`config.mk`:
```
export PLATFORM = sky130hd
export DESIGN_NAME = dac_spi_responder_flat
export DESIGN_NICKNAME = d
export VERILOG_FILES = /design/src/rtl/dac_spi_responder_pkg.sv /design/src/rtl/dac_spi_responder_if.sv /design/src/rtl/dac_spi_responder_spi_edge_sync.sv /design/src/rtl/dac_spi_responder.sv /design/src/flat_wrapper.sv
export SDC_FILE = /design/constraint.sdc
export NUM_CORES = 1
export LEC_CHECK = 0
export CORE_MARGIN = 2
export CORE_UTILIZATION = 40
export CTS_CLUSTER_SIZE = 14
export DETAILED_ROUTE_END_ITERATION = 7
export SYNTH_ARGS = -nofsm -noshare
export SYNTH_HDL_FRONTEND = slang
export SYNTH_SLANG_ARGS = --single-unit
```
`constraint.sdc`:
```
create_clock -name sys_clk -period 3.2 [get_ports sys_clk]
set_input_delay 0.64 -clock sys_clk [delete_from_list [all_inputs] [get_ports sys_clk]]
set_output_delay 0.64 -clock sys_clk [all_outputs]
set_load 0.1 [all_outputs]
```
`src/rtl/dac_spi_responder_pkg.sv`:
```
// Shared definitions for the AD5313R serial-interface responder:
// command encodings, frame geometry, address bit positions and FSM states.
package dac_spi_responder_pkg;

    localparam int FRAME_BITS = 24;

    // Bit counter values: a complete frame, and the saturation point that
    // marks any frame longer than FRAME_BITS.
    localparam logic [4:0] CNT_FULL = 5'(FRAME_BITS);
    localparam logic [4:0] CNT_SAT  = 5'(FRAME_BITS + 1);

    localparam logic [3:0] CMD_NOP        = 4'h0;
    localparam logic [3:0] CMD_WR_INPUT   = 4'h1;
    localparam logic [3:0] CMD_UPDATE_DAC = 4'h2;
    localparam logic [3:0] CMD_WR_UPDATE  = 4'h3;
    localparam logic [3:0] CMD_POWER_DOWN = 4'h4;
    localparam logic [3:0] CMD_LDAC_MASK  = 4'h5;
    localparam logic [3:0] CMD_SW_RESET   = 4'h6;
    localparam logic [3:0] CMD_REF_SETUP  = 4'h7;
    localparam logic [3:0] CMD_READBACK   = 4'h9;

    // Positions inside the 4-bit address field.
    localparam int ADDR_DAC_A = 0;
    localparam int ADDR_DAC_B = 1;

    typedef enum logic [1:0] {
        ST_IDLE,
        ST_SHIFT,
        ST_DECODE
    } state_e;

    typedef enum logic [1:0] {
        RB_NONE,
        RB_DAC_A,
        RB_DAC_B
    } rb_sel_e;

    // Readback serves the lowest addressed channel; no address means a zero word.
    function automatic rb_sel_e rb_select(input logic [3:0] addr);
        if (addr[ADDR_DAC_A]) begin
            return RB_DAC_A;
        end
        if (addr[ADDR_DAC_B]) begin
            return RB_DAC_B;
        end
        return RB_NONE;
    endfunction

endpackage

```
`src/rtl/dac_spi_responder_if.sv`:
```
// Serial bus between the DAC controller (master) and the responder (slave).
interface dac_spi_responder_if;
    logic sclk;
    logic sync_n;
    logic sdin;
    logic reset_n;
    logic sdo;

    modport master (
        output sclk,
        output sync_n,
        output sdin,
        output reset_n,
        input  sdo
    );

    modport slave (
        input  sclk,
        input  sync_n,
        input  sdin,
        input  reset_n,
        output sdo
    );
endinterface

```
`src/rtl/dac_spi_responder_spi_edge_sync.sv`:
```
// Multi-stage synchronizer for one asynchronous pin, with single-cycle
// rise/fall pulses derived from the synchronized level.
module spi_edge_sync #(
    parameter int   C_SYNC_STAGES = 2,
    parameter logic C_RESET_VAL   = 1'b0
) (
    input  logic i_clk,
    input  logic i_rst,
    input  logic i_pin,
    output logic o_level,
    output logic o_rise,
    output logic o_fall
);

    // One extra stage beyond the synchronizer holds the previous level.
    logic [C_SYNC_STAGES:0] r_chain;

    // Shift the pin through the chain; reset to the pin's idle level so no
    // spurious edge appears when reset releases.
    always_ff @(posedge i_clk) begin
        // NOTE: non-blocking assignments in clocked blocks so every flop samples
        // the pre-edge value of its neighbour; blocking here would collapse the chain.
        if (i_rst) begin
            r_chain <= {(C_SYNC_STAGES + 1){C_RESET_VAL}};
        end else begin
            r_chain <= {r_chain[C_SYNC_STAGES-1:0], i_pin};
        end
    end

    assign o_level = r_chain[C_SYNC_STAGES-1];
    assign o_rise  =  r_chain[C_SYNC_STAGES-1] & ~r_chain[C_SYNC_STAGES];
    assign o_fall  = ~r_chain[C_SYNC_STAGES-1] &  r_chain[C_SYNC_STAGES];

endmodule

```
`src/rtl/dac_spi_responder.sv`:
```
// AD5313R serial-interface responder: decodes 24-bit frames, keeps the
// two-channel input/DAC register file and serves readback on sdo.
module dac_spi_responder
    import dac_spi_responder_pkg::*;
#(
    parameter int C_SYNC_STAGES = 2,
    parameter int C_DAC_BITS    = 10
) (
    input  logic                  sys_clk,
    input  logic                  sys_rst,
    dac_spi_responder_if.slave    spi,
    output logic [C_DAC_BITS-1:0] dac_a_value,
    output logic [C_DAC_BITS-1:0] dac_b_value,
    output logic [C_DAC_BITS-1:0] input_a_value,
    output logic [C_DAC_BITS-1:0] input_b_value,
    output logic [3:0]            pd_mode,
    output logic [1:0]            ldac_mask,
    output logic                  ref_disable,
    output logic                  frame_valid,
    output logic [3:0]            frame_cmd,
    output logic                  frame_err
);

    // Synchronized pin levels and edges.
    logic w_sclk_level, w_sclk_rise, w_sclk_fall;
    logic w_sync_level, w_sync_rise, w_sync_fall;
    logic w_sdin_level, w_sdin_rise, w_sdin_fall;
    logic w_rstn_level, w_rstn_rise, w_rstn_fall;

    spi_edge_sync #(.C_SYNC_STAGES(C_SYNC_STAGES), .C_RESET_VAL(1'b1)) u_sync_sclk (
        .i_clk(sys_clk), .i_rst(sys_rst), .i_pin(spi.sclk),
        .o_level(w_sclk_level), .o_rise(w_sclk_rise), .o_fall(w_sclk_fall)
    );
    spi_edge_sync #(.C_SYNC_STAGES(C_SYNC_STAGES), .C_RESET_VAL(1'b1)) u_sync_sync_n (
        .i_clk(sys_clk), .i_rst(sys_rst), .i_pin(spi.sync_n),
        .o_level(w_sync_level), .o_rise(w_sync_rise), .o_fall(w_sync_fall)
    );
    spi_edge_sync #(.C_SYNC_STAGES(C_SYNC_STAGES), .C_RESET_VAL(1'b0)) u_sync_sdin (
        .i_clk(sys_clk), .i_rst(sys_rst), .i_pin(spi.sdin),
        .o_level(w_sdin_level), .o_rise(w_sdin_rise), .o_fall(w_sdin_fall)
    );
    spi_edge_sync #(.C_SYNC_STAGES(C_SYNC_STAGES), .C_RESET_VAL(1'b1)) u_sync_reset_n (
        .i_clk(sys_clk), .i_rst(sys_rst), .i_pin(spi.reset_n),
        .o_level(w_rstn_level), .o_rise(w_rstn_rise), .o_fall(w_rstn_fall)
    );

    // State and register file.
    state_e                  r_state;
    state_e                  w_state_next;
    logic [4:0]              r_bit_cnt;
    logic [FRAME_BITS-1:0]   r_shift;
    logic [FRAME_BITS-1:0]   r_sdo_shift;
    logic                    r_armed;
    logic                    r_rb_active;
    rb_sel_e                 r_rb_sel;
    logic [C_DAC_BITS-1:0]   r_dac_a, r_dac_b, r_input_a, r_input_b;
    logic [3:0]              r_pd_mode;
    logic [1:0]              r_ldac_mask;
    logic                    r_ref_disable;
    logic                    r_frame_valid;
    logic [3:0]              r_frame_cmd;
    logic                    r_frame_err;

    // Frame fields of the shifted-in word.
    logic [3:0]              w_cmd;
    logic [3:0]              w_addr;
    logic [15:0]             w_data;
    logic [C_DAC_BITS-1:0]   w_code;

    assign w_cmd  = r_shift[23:20];
    assign w_addr = r_shift[19:16];
    assign w_data = r_shift[15:0];
    assign w_code = w_data[15 -: C_DAC_BITS];

    // Device reset pin acts like a level reset of everything but the synchronizers.
    logic w_dev_rst;
    assign w_dev_rst = ~w_rstn_level;

    // sclk edges only count inside a frame while sync_n is still low.
    logic w_sclk_fall_in_frame, w_sclk_rise_in_frame;
    assign w_sclk_fall_in_frame = (r_state == ST_SHIFT) && w_sclk_fall && !w_sync_level;
    assign w_sclk_rise_in_frame = (r_state == ST_SHIFT) && w_sclk_rise && !w_sync_level;

    logic w_frame_start, w_frame_close, w_frame_full;
    assign w_frame_start = w_sync_fall && (r_state != ST_SHIFT);
    assign w_frame_close = w_sync_rise && (r_state == ST_SHIFT);
    assign w_frame_full  = (r_bit_cnt == CNT_FULL);

    // Readback word for the selected channel, left-justified in the data field.
    logic [C_DAC_BITS-1:0] w_rb_value;
    logic [15:0]           w_rb_field;
    logic [FRAME_BITS-1:0] w_rb_word;

    // Select the channel that an armed readback will return.
    always_comb begin
        w_rb_value = '0;
        case (r_rb_sel)
            RB_DAC_A: w_rb_value = r_dac_a;
            RB_DAC_B: w_rb_value = r_dac_b;
            default:  w_rb_value = '0;
        endcase
    end

    assign w_rb_field = 16'(w_rb_value) << (16 - C_DAC_BITS);
    assign w_rb_word  = {8'h00, w_rb_field};

    // Frame FSM next-state logic.
    always_comb begin
        // NOTE: default first so every path assigns w_state_next and no latch is inferred.
        w_state_next = r_state;
        case (r_state)
            ST_IDLE: begin
                if (w_sync_fall) begin
                    w_state_next = ST_SHIFT;
                end
            end
            ST_SHIFT: begin
                if (w_sync_rise) begin
                    w_state_next = w_frame_full ? ST_DECODE : ST_IDLE;
                end
            end
            ST_DECODE: begin
                w_state_next = w_sync_fall ? ST_SHIFT : ST_IDLE;
            end
            default: w_state_next = ST_IDLE;
        endcase
        if (w_dev_rst) begin
            w_state_next = ST_IDLE;
        end
    end

    // Frame FSM state register.
    always_ff @(posedge sys_clk) begin
        if (sys_rst) begin
            r_state <= ST_IDLE;
        end else begin
            r_state <= w_state_next;
        end
    end

    // Shifting, readback and command execution; resets clear everything.
    always_ff @(posedge sys_clk) begin
        if (sys_rst || w_dev_rst) begin
            r_bit_cnt     <= '0;
            r_shift       <= '0;
            r_sdo_shift   <= '0;
            r_armed       <= 1'b0;
            r_rb_active   <= 1'b0;
            r_rb_sel      <= RB_NONE;
            r_dac_a       <= '0;
            r_dac_b       <= '0;
            r_input_a     <= '0;
            r_input_b     <= '0;
            r_pd_mode     <= '0;
            r_ldac_mask   <= '0;
            r_ref_disable <= 1'b0;
            r_frame_valid <= 1'b0;
            r_frame_cmd   <= '0;
            r_frame_err   <= 1'b0;
        end else begin
            r_frame_valid <= 1'b0;
            r_frame_err   <= w_frame_close && !w_frame_full;

            if (w_frame_start) begin
                r_bit_cnt <= '0;
                r_shift   <= '0;
            end else if (w_sclk_fall_in_frame) begin
                r_shift <= {r_shift[FRAME_BITS-2:0], w_sdin_level};
                if (r_bit_cnt != CNT_SAT) begin
                    r_bit_cnt <= r_bit_cnt + 5'd1;
                end
            end

            if (w_frame_start && r_armed) begin
                r_sdo_shift <= w_rb_word;
                r_rb_active <= 1'b1;
            end else if (r_rb_active && w_sclk_rise_in_frame) begin
                r_sdo_shift <= {r_sdo_shift[FRAME_BITS-2:0], 1'b0};
            end

            // The frame that carried the readback ends the armed period.
            if (w_frame_close) begin
                r_rb_active <= 1'b0;
                r_sdo_shift <= '0;
                if (r_rb_active) begin
                    r_armed <= 1'b0;
                end
            end

            if (r_state == ST_DECODE) begin
                r_frame_valid <= 1'b1;
                r_frame_cmd   <= w_cmd;
                case (w_cmd)
                    CMD_WR_INPUT: begin
                        if (w_addr[ADDR_DAC_A]) r_input_a <= w_code;
                        if (w_addr[ADDR_DAC_B]) r_input_b <= w_code;
                    end
                    CMD_UPDATE_DAC: begin
                        if (w_addr[ADDR_DAC_A]) r_dac_a <= r_input_a;
                        if (w_addr[ADDR_DAC_B]) r_dac_b <= r_input_b;
                    end
                    CMD_WR_UPDATE: begin
                        if (w_addr[ADDR_DAC_A]) begin
                            r_input_a <= w_code;
                            r_dac_a   <= w_code;
                        end
                        if (w_addr[ADDR_DAC_B]) begin
                            r_input_b <= w_code;
                            r_dac_b   <= w_code;
                        end
                    end
                    CMD_POWER_DOWN: r_pd_mode     <= w_data[3:0];
                    CMD_LDAC_MASK:  r_ldac_mask   <= w_data[1:0];
                    CMD_REF_SETUP:  r_ref_disable <= w_data[0];
                    CMD_SW_RESET: begin
                        r_dac_a       <= '0;
                        r_dac_b       <= '0;
                        r_input_a     <= '0;
                        r_input_b     <= '0;
                        r_pd_mode     <= '0;
                        r_ldac_mask   <= '0;
                        r_ref_disable <= 1'b0;
                        r_armed       <= 1'b0;
                        r_rb_active   <= 1'b0;
                        r_rb_sel      <= RB_NONE;
                        r_sdo_shift   <= '0;
                    end
                    CMD_READBACK: begin
                        r_armed  <= 1'b1;
                        r_rb_sel <= rb_select(w_addr);
                    end
                    default: ;
                endcase
            end
        end
    end

    // Edge pulses and data bits that this responder has no use for.
    logic w_unused;
    assign w_unused = &{w_sclk_level, w_sdin_rise, w_sdin_fall,
                        w_rstn_rise, w_rstn_fall, w_data[5:4]};

    assign spi.sdo       = r_rb_active & r_sdo_shift[FRAME_BITS-1];
    assign dac_a_value   = r_dac_a;
    assign dac_b_value   = r_dac_b;
    assign input_a_value = r_input_a;
    assign input_b_value = r_input_b;
    assign pd_mode       = r_pd_mode;
    assign ldac_mask     = r_ldac_mask;
    assign ref_disable   = r_ref_disable;
    assign frame_valid   = r_frame_valid;
    assign frame_cmd     = r_frame_cmd;
    assign frame_err     = r_frame_err;

endmodule

```
`src/flat_wrapper.sv`:
```
// flat-port wrapper written by rule: the top's interface ports become plain ports
module dac_spi_responder_flat import dac_spi_responder_pkg::*;
#(
    parameter int C_SYNC_STAGES = 2,
    parameter int C_DAC_BITS    = 10
)
  (sys_clk, sys_rst, dac_a_value, dac_b_value, input_a_value, input_b_value, pd_mode, ldac_mask, ref_disable, frame_valid, frame_cmd, frame_err, spi_sclk, spi_sync_n, spi_sdin, spi_reset_n, spi_sdo);
  dac_spi_responder_if spi_i ();
  input  logic sys_clk;
  input  logic sys_rst;
  output logic [C_DAC_BITS-1:0] dac_a_value;
  output logic [C_DAC_BITS-1:0] dac_b_value;
  output logic [C_DAC_BITS-1:0] input_a_value;
  output logic [C_DAC_BITS-1:0] input_b_value;
  output logic [3:0] pd_mode;
  output logic [1:0] ldac_mask;
  output logic ref_disable;
  output logic frame_valid;
  output logic [3:0] frame_cmd;
  output logic frame_err;
  input wire logic [$bits(spi_i.sclk)-1:0] spi_sclk;
  input wire logic [$bits(spi_i.sync_n)-1:0] spi_sync_n;
  input wire logic [$bits(spi_i.sdin)-1:0] spi_sdin;
  input wire logic [$bits(spi_i.reset_n)-1:0] spi_reset_n;
  output wire logic [$bits(spi_i.sdo)-1:0] spi_sdo;
  assign spi_i.sclk = spi_sclk;
  assign spi_i.sync_n = spi_sync_n;
  assign spi_i.sdin = spi_sdin;
  assign spi_i.reset_n = spi_reset_n;
  assign spi_sdo = spi_i.sdo;
  dac_spi_responder #(.C_SYNC_STAGES(C_SYNC_STAGES), .C_DAC_BITS(C_DAC_BITS)) u_core (.sys_clk(sys_clk), .sys_rst(sys_rst), .spi(spi_i), .dac_a_value(dac_a_value), .dac_b_value(dac_b_value), .input_a_value(input_a_value), .input_b_value(input_b_value), .pd_mode(pd_mode), .ldac_mask(ldac_mask), .ref_disable(ref_disable), .frame_valid(frame_valid), .frame_cmd(frame_cmd), .frame_err(frame_err));
endmodule
```
# Word-level counts from Yosys, hierarchy flattened
# Cells that the tools add are included.
[word_totals]
out_inout_bits = 54
ff_bits = 122
wordCells = 132
[op_classes]
reduce_logical = 32
bitwise_logic = 10
eq_ne = 23
n_addsub = 1
muxes = 45
[op_table]
columns = ["operator", "count"]
rows = [
  ["two-way mux 24 bit", 5],
  ["one-hot mux 10 bit (2 select lines)", 3],
  ["one-hot mux 10 bit (3 select lines)", 2],
  ["two-way mux 10 bit", 4],
  ["two-way mux 1 bit", 18],
  ["!= test 2 x 1 -> 1 bit, second input constant", 9],
  ["== test 4 x 3 -> 1 bit, second input constant", 4],
  ["two-way mux 2 bit", 7],
  ["AND reduction 2 bit", 6],
  ["nonzero test 2 bit", 5],
  ["logical AND 1 bit", 9],
  ["== test 4 x 2 -> 1 bit, second input constant", 2],
  ["one-hot mux 2 bit (2 select lines)", 2],
  ["one-hot mux 4 bit (2 select lines)", 1],
  ["AND reduction 4 bit", 2],
  ["one-hot mux 2 bit (3 select lines)", 1],
  ["AND reduction 3 bit", 2],
  ["OR reduction 2 bit", 3],
  ["adder 5 x 1 -> 5 bit, second input constant", 1],
  ["AND 1 bit", 5],
  ["== test 5 bit, second input constant", 1],
  ["!= test 5 bit, second input constant", 1],
  ["NOT 1 bit", 5],
  ["== test 2 x 1 -> 1 bit, second input constant", 2],
  ["other kinds (8)", 11],
]

# Depth between registers and ports, before layout
[depth]
ltp_word = 11
depth_mapped = 8
depth_no_buf = 6

# By module
# From an unflattened synthesis, not the netlist that was laid out.
[hier_totals]
hier_cells = 531
hier_area_um2 = 5076.1
[modules_own_cells]
columns = ["module", "seq_area_each_um2", "cells_per_inst", "area_each_um2", "n_inst"]
rows = [
  ["dac_spi_responder", 2242.2, 499, 4707.0, 1],
  ["spi_edge_sync at u_core.u_sync_reset_n ...", 60.1, 8, 92.6, 3],
  ["spi_edge_sync at u_core.u_sync_sdin", 60.1, 8, 91.3, 1],
]

# Least setup slack after synthesis
# No wires, ideal clock.
[synth_path]
path_type = "register to output"
from = "register u_core.r_rb_active"
to = "output port spi_sdo"
path_stages_with_launch = 2
path_slack_ns = 1.476
required_ns = 2.560
n_path_buf = 0
arrival_ns = 1.084
cell_sequence = "dfxtp_1 and2_1"
[synth_via]
elab_chain_len = 1
[synth_rtl]
columns = ["element", "line", "rtl"]
rows = [
  ["from (decl)", "dac_spi_responder.sv:54", "logic r_rb_active;"],
  ["from (signal assigned)", "dac_spi_responder.sv:148", "r_rb_active <= 1'b0;"],
  ["from (signal assigned)", "dac_spi_responder.sv:176", "r_rb_active <= 1'b1;"],
  ["from (signal assigned)", "dac_spi_responder.sv:183", "r_rb_active <= 1'b0;"],
  ["AND 1 bit", "dac_spi_responder.sv:243", "assign spi.sdo = r_rb_active & r_sdo_shift[FRAME_BITS-1];"],
  ["to (decl)", "flat_wrapper.sv:25", "output wire logic [$bits(spi_i.sdo)-1:0] spi_sdo;"],
]
# No other way between the ends.

# Final worst setup path
[layout_path]
from = "input port sys_rst"
to = "register u_core.r_sdo_shift[0]"
[layout_via]
elab_chain_len = 1
[layout_rtl]
columns = ["element", "line", "rtl"]
rows = [
  ["from (decl)", "flat_wrapper.sv:10", "input logic sys_rst;"],
  ["logical OR 1 bit", "dac_spi_responder.sv:143", "if (sys_rst || w_dev_rst) begin"],
  ["to (signal assigned)", "dac_spi_responder.sv:175", "r_sdo_shift <= w_rb_word;"],
  ["to (signal assigned)", "dac_spi_responder.sv:178", "r_sdo_shift <= {r_sdo_shift[FRAME_BITS-2:0], 1'b0};"],
  ["to (decl)", "dac_spi_responder.sv:52", "logic [FRAME_BITS-1:0] r_sdo_shift;"],
]
# No other way between the ends.
# A chain may end at the register's enable or synchronous reset.

==> out/results.ini <==
[run_status]
status=completed

[global_route]
grt_pass1_vias=3539
grt.total_usage_pct=17.21
grt_pass1_wl_mm=17.56
antenna_found_initial=0
grt_max_degree=30
overflow=0

[setup_path]
r2r-start=u_core.r_shift[21]
r2r_slack_ns=1.15
startpoint_type=input pin
worstRegToRegCells=4
r2r_end=u_core.r_sdo_shift[9]
cp_data_arrival_time_ns=2.44
cp.required_ns=3.52
critPathMaxFanout=24
path_class=in2reg
worstSetupEndpointType=flip-flop
endpoint=u_core.r_sdo_shift[0]
crit_chain=clkdlybuf4s50_1 -> buf_4 -> nand2b_1 -> a211oi_4 -> nand2b_1 -> nor3b_1
crit_start=sys_rst
cp_common_cell=nand2b_1
critPathMaxStageDelay_ns=0.48
cp_slowest_cell=nand2b_1

[place]
io_buffers=59
place_area_mm2=0.005385
place_ws_ns=0.6390
place_hpwl_mm=7.662
gp_congestion=0.8536

[synthesis]
seq_area_frac_synth_pct=50.23
synth_top_family_by_area=simple AND/OR/NAND/NOR gates
synth.area.mux_share_pct=9.470
synth_fa_ha_area_share_pct=1.287
postSynthCellCount=511
synth_edf_count=0
ys_warn_count=0
synth_cell_types=38
synth-seq-cells=122
yosys.area_share.xor_xnor_pct=0.9007
synth_compound_area_share_pct=15.08
syn_nets=522
synth.avg_cell_area_um2=9.515
synthSimpleGateAreaFrac_pct=18.79
ys.flop_type=dfxtp_1
synth_area_mm2=0.004862
synth-async-reset-ratio_pct=0

[pwr]
clkPwrFrac_pct=54.3
seqPwrFrac_pct=44.1
p_switching_mw=0.7340
switching_share_pct=21.14
leakage_nw=2.124
ir_worst_vdd_uv=335.9
powerDensity_mw_per_mm2=580.2
power_frac_comb_pct=1.6
internal-power_mw=2.738

[floorplanning]
die_w_um=114.3
die_area_mm2=0.01305
core_mm2=0.01196
num_rows=40
start_util_pct=40.65
io_pins=60
dieHeight_um=114.3

[cells_and_area]
nNetsFinal=576
seq_area_mm2=0.002442
layout_commonest_cell=dfxtp_1
n_fill_cell=1140
final_area_mm2=0.005983
diodes=0
multi_input_area_mm2=0.002213
area_growth_pct=23.06
final_cell_mix=122 x dfxtp_1, 75 x nand2_1, 63 x buf_4
drive_above_1_share_pct=18.51

[sta]
worst_slew_pin_slew_ns=0.8795
hold_viol=0
relSlewSlack_pct=41.37
rsz0062_at_grt=no
period_share_pct=66.14
hold-worst-slack_ns=0.4108
fmax_mhz=472.5
setup_ws_ns=1.084
fin_worst_skew_ns=0.009094
timing.final.setup_violations=0
fin_crit_ns=2.116
maxSlewViolCount=0
tns_ns=0

[clock_tree]
cts_buffers=17
path_clk_slew_ns=0.05
ctsHtreeMaxLevel=4
clock_sinks=122
cts_root_buf=clkbuf_16
clkLatencyLatePin_ns=0.41
hold_buffers=0
cts_resized=0
cts_tree=done
cts_setup_buffers=0
clockBufferDepth=2

[drt]
wirelength_mm=10.85
dr.pass1.iters=5
via_per_inst=5.146
route.detailed.drc=0
via_count=3731
antenna_left=0
drt-initial-drc-count=277
wire_per_inst_um=14.96

[flow_run]
timing.max_cap.violations=0

[min_path]
min_path_type=reg2reg

## kinds of logic (layout without fill, tap and decap cells)
family          after synthesis  after routing
mux                          46             46
simple gates                186            186
buf+inv                      39            106
xor+xnor                      5              5
fa+ha+maj                     5              5
compound gates              108            108
flops                       122            122
## state kept, by name, indices dropped and copies added (netlist names), 3 cells and up
name,count
u_core.u_sync_sync_n.r_chain,3
u_core.input_b_value,10
u_core.r_sdo_shift,24
u_core.r_shift,24
u_core.u_sync_sclk.r_chain,3
u_core.frame_cmd,4
u_core.input_a_value,10
u_core.pd_mode,4
u_core.r_bit_cnt,5
u_core.dac_a_value,10
u_core.dac_b_value,10
## cells in the mapped netlist, drive strengths merged (10+ instances only)
library cell	count	area, um2
dfxtp	122	2442
nand2	75	281.5
mux2i	46	460.4
nor2	43	161.4
a21oi	40	200.2
a22oi	30	225.2
nor2b	20	125.1
o2bb2ai	20	175.2
buf	18	127.6
clkbuf	15	56.30
nand3	10	50.05
o22ai	10	62.56
## worst max-delay path: cells and delay by family
family,cells,cell delay [ns]
compound gates,1,0.22
buf+inv,2,0.55
simple gates,3,1.01
## stage by stage
stage          utilization, %  instances  total power, mW
4_1_cts                 50.02        725            3.510
5_1_grt                 50.02        725            3.587
2_1_floorplan               -        511            1.604
3_3_place_gp            45.02        693            1.618
6_report                50.02        725            3.472
3_5_place_dp            45.02        693            1.619
## power by group through the flow
stage / combinational, mW / clock (mW) / sequential, mW
floorplan: 0.0431 / 0 / 1.56
global placement: 0.0563 / 0 / 1.56
detailed placement: 0.0571 / 0 / 1.56
CTS: 0.0572 / 1.92 / 1.53
global route: 0.0633 / 1.99 / 1.53
finish: 0.0561 / 1.89 / 1.53
## final cells by class
cell class | instances | area share (%)
Sequential cell | 122 | 40.82
Clock inverter | 12 | 2.363
Multi-Input combinational cell | 350 | 36.99
Timing Repair Buffer | 68 | 8.741
Inverter | 6 | 0.3764
Clock buffer | 20 | 7.633
Tap cell | 147 | 3.074
## metal layers
layer / track usage, % / vias to the layer above / routed length [um]
met5: 0 / - / 0
met4: 5.935 / 0 / 117
met3: 5.135 / 11 / 375
met2: 26.67 / 57 / 5081
met1: 22.95 / 1772 / 5272
li1: - / 1891 / -
## how the worst min path moves through the flow
| stage | startpoint | end | slack (ns) | cells after the start |
|---|---|---|---|---|
| final | u_core.u_sync_sclk.r_chain[0] | u_core.u_sync_sclk.r_chain[1] | 0.41 | 1 |
| after global routing | u_core.u_sync_sclk.r_chain[0] | u_core.u_sync_sclk.r_chain[1] | 0.44 | 1 |
| after CTS | u_core.u_sync_sync_n.r_chain[0] | u_core.u_sync_sync_n.r_chain[1] | 0.42 | 1 |
| after detailed placement | u_core.u_sync_sync_n.r_chain[0] | u_core.u_sync_sync_n.r_chain[1] | 0.40 | 1 |
| after global placement | u_core.u_sync_sync_n.r_chain[0] | u_core.u_sync_sync_n.r_chain[1] | 0.40 | 1 |
| after floorplan | u_core.u_sync_reset_n.r_chain[0] | u_core.u_sync_reset_n.r_chain[1] | 0.39 | 1 |
No activity file was read; power rests on OpenSTA's default activity.
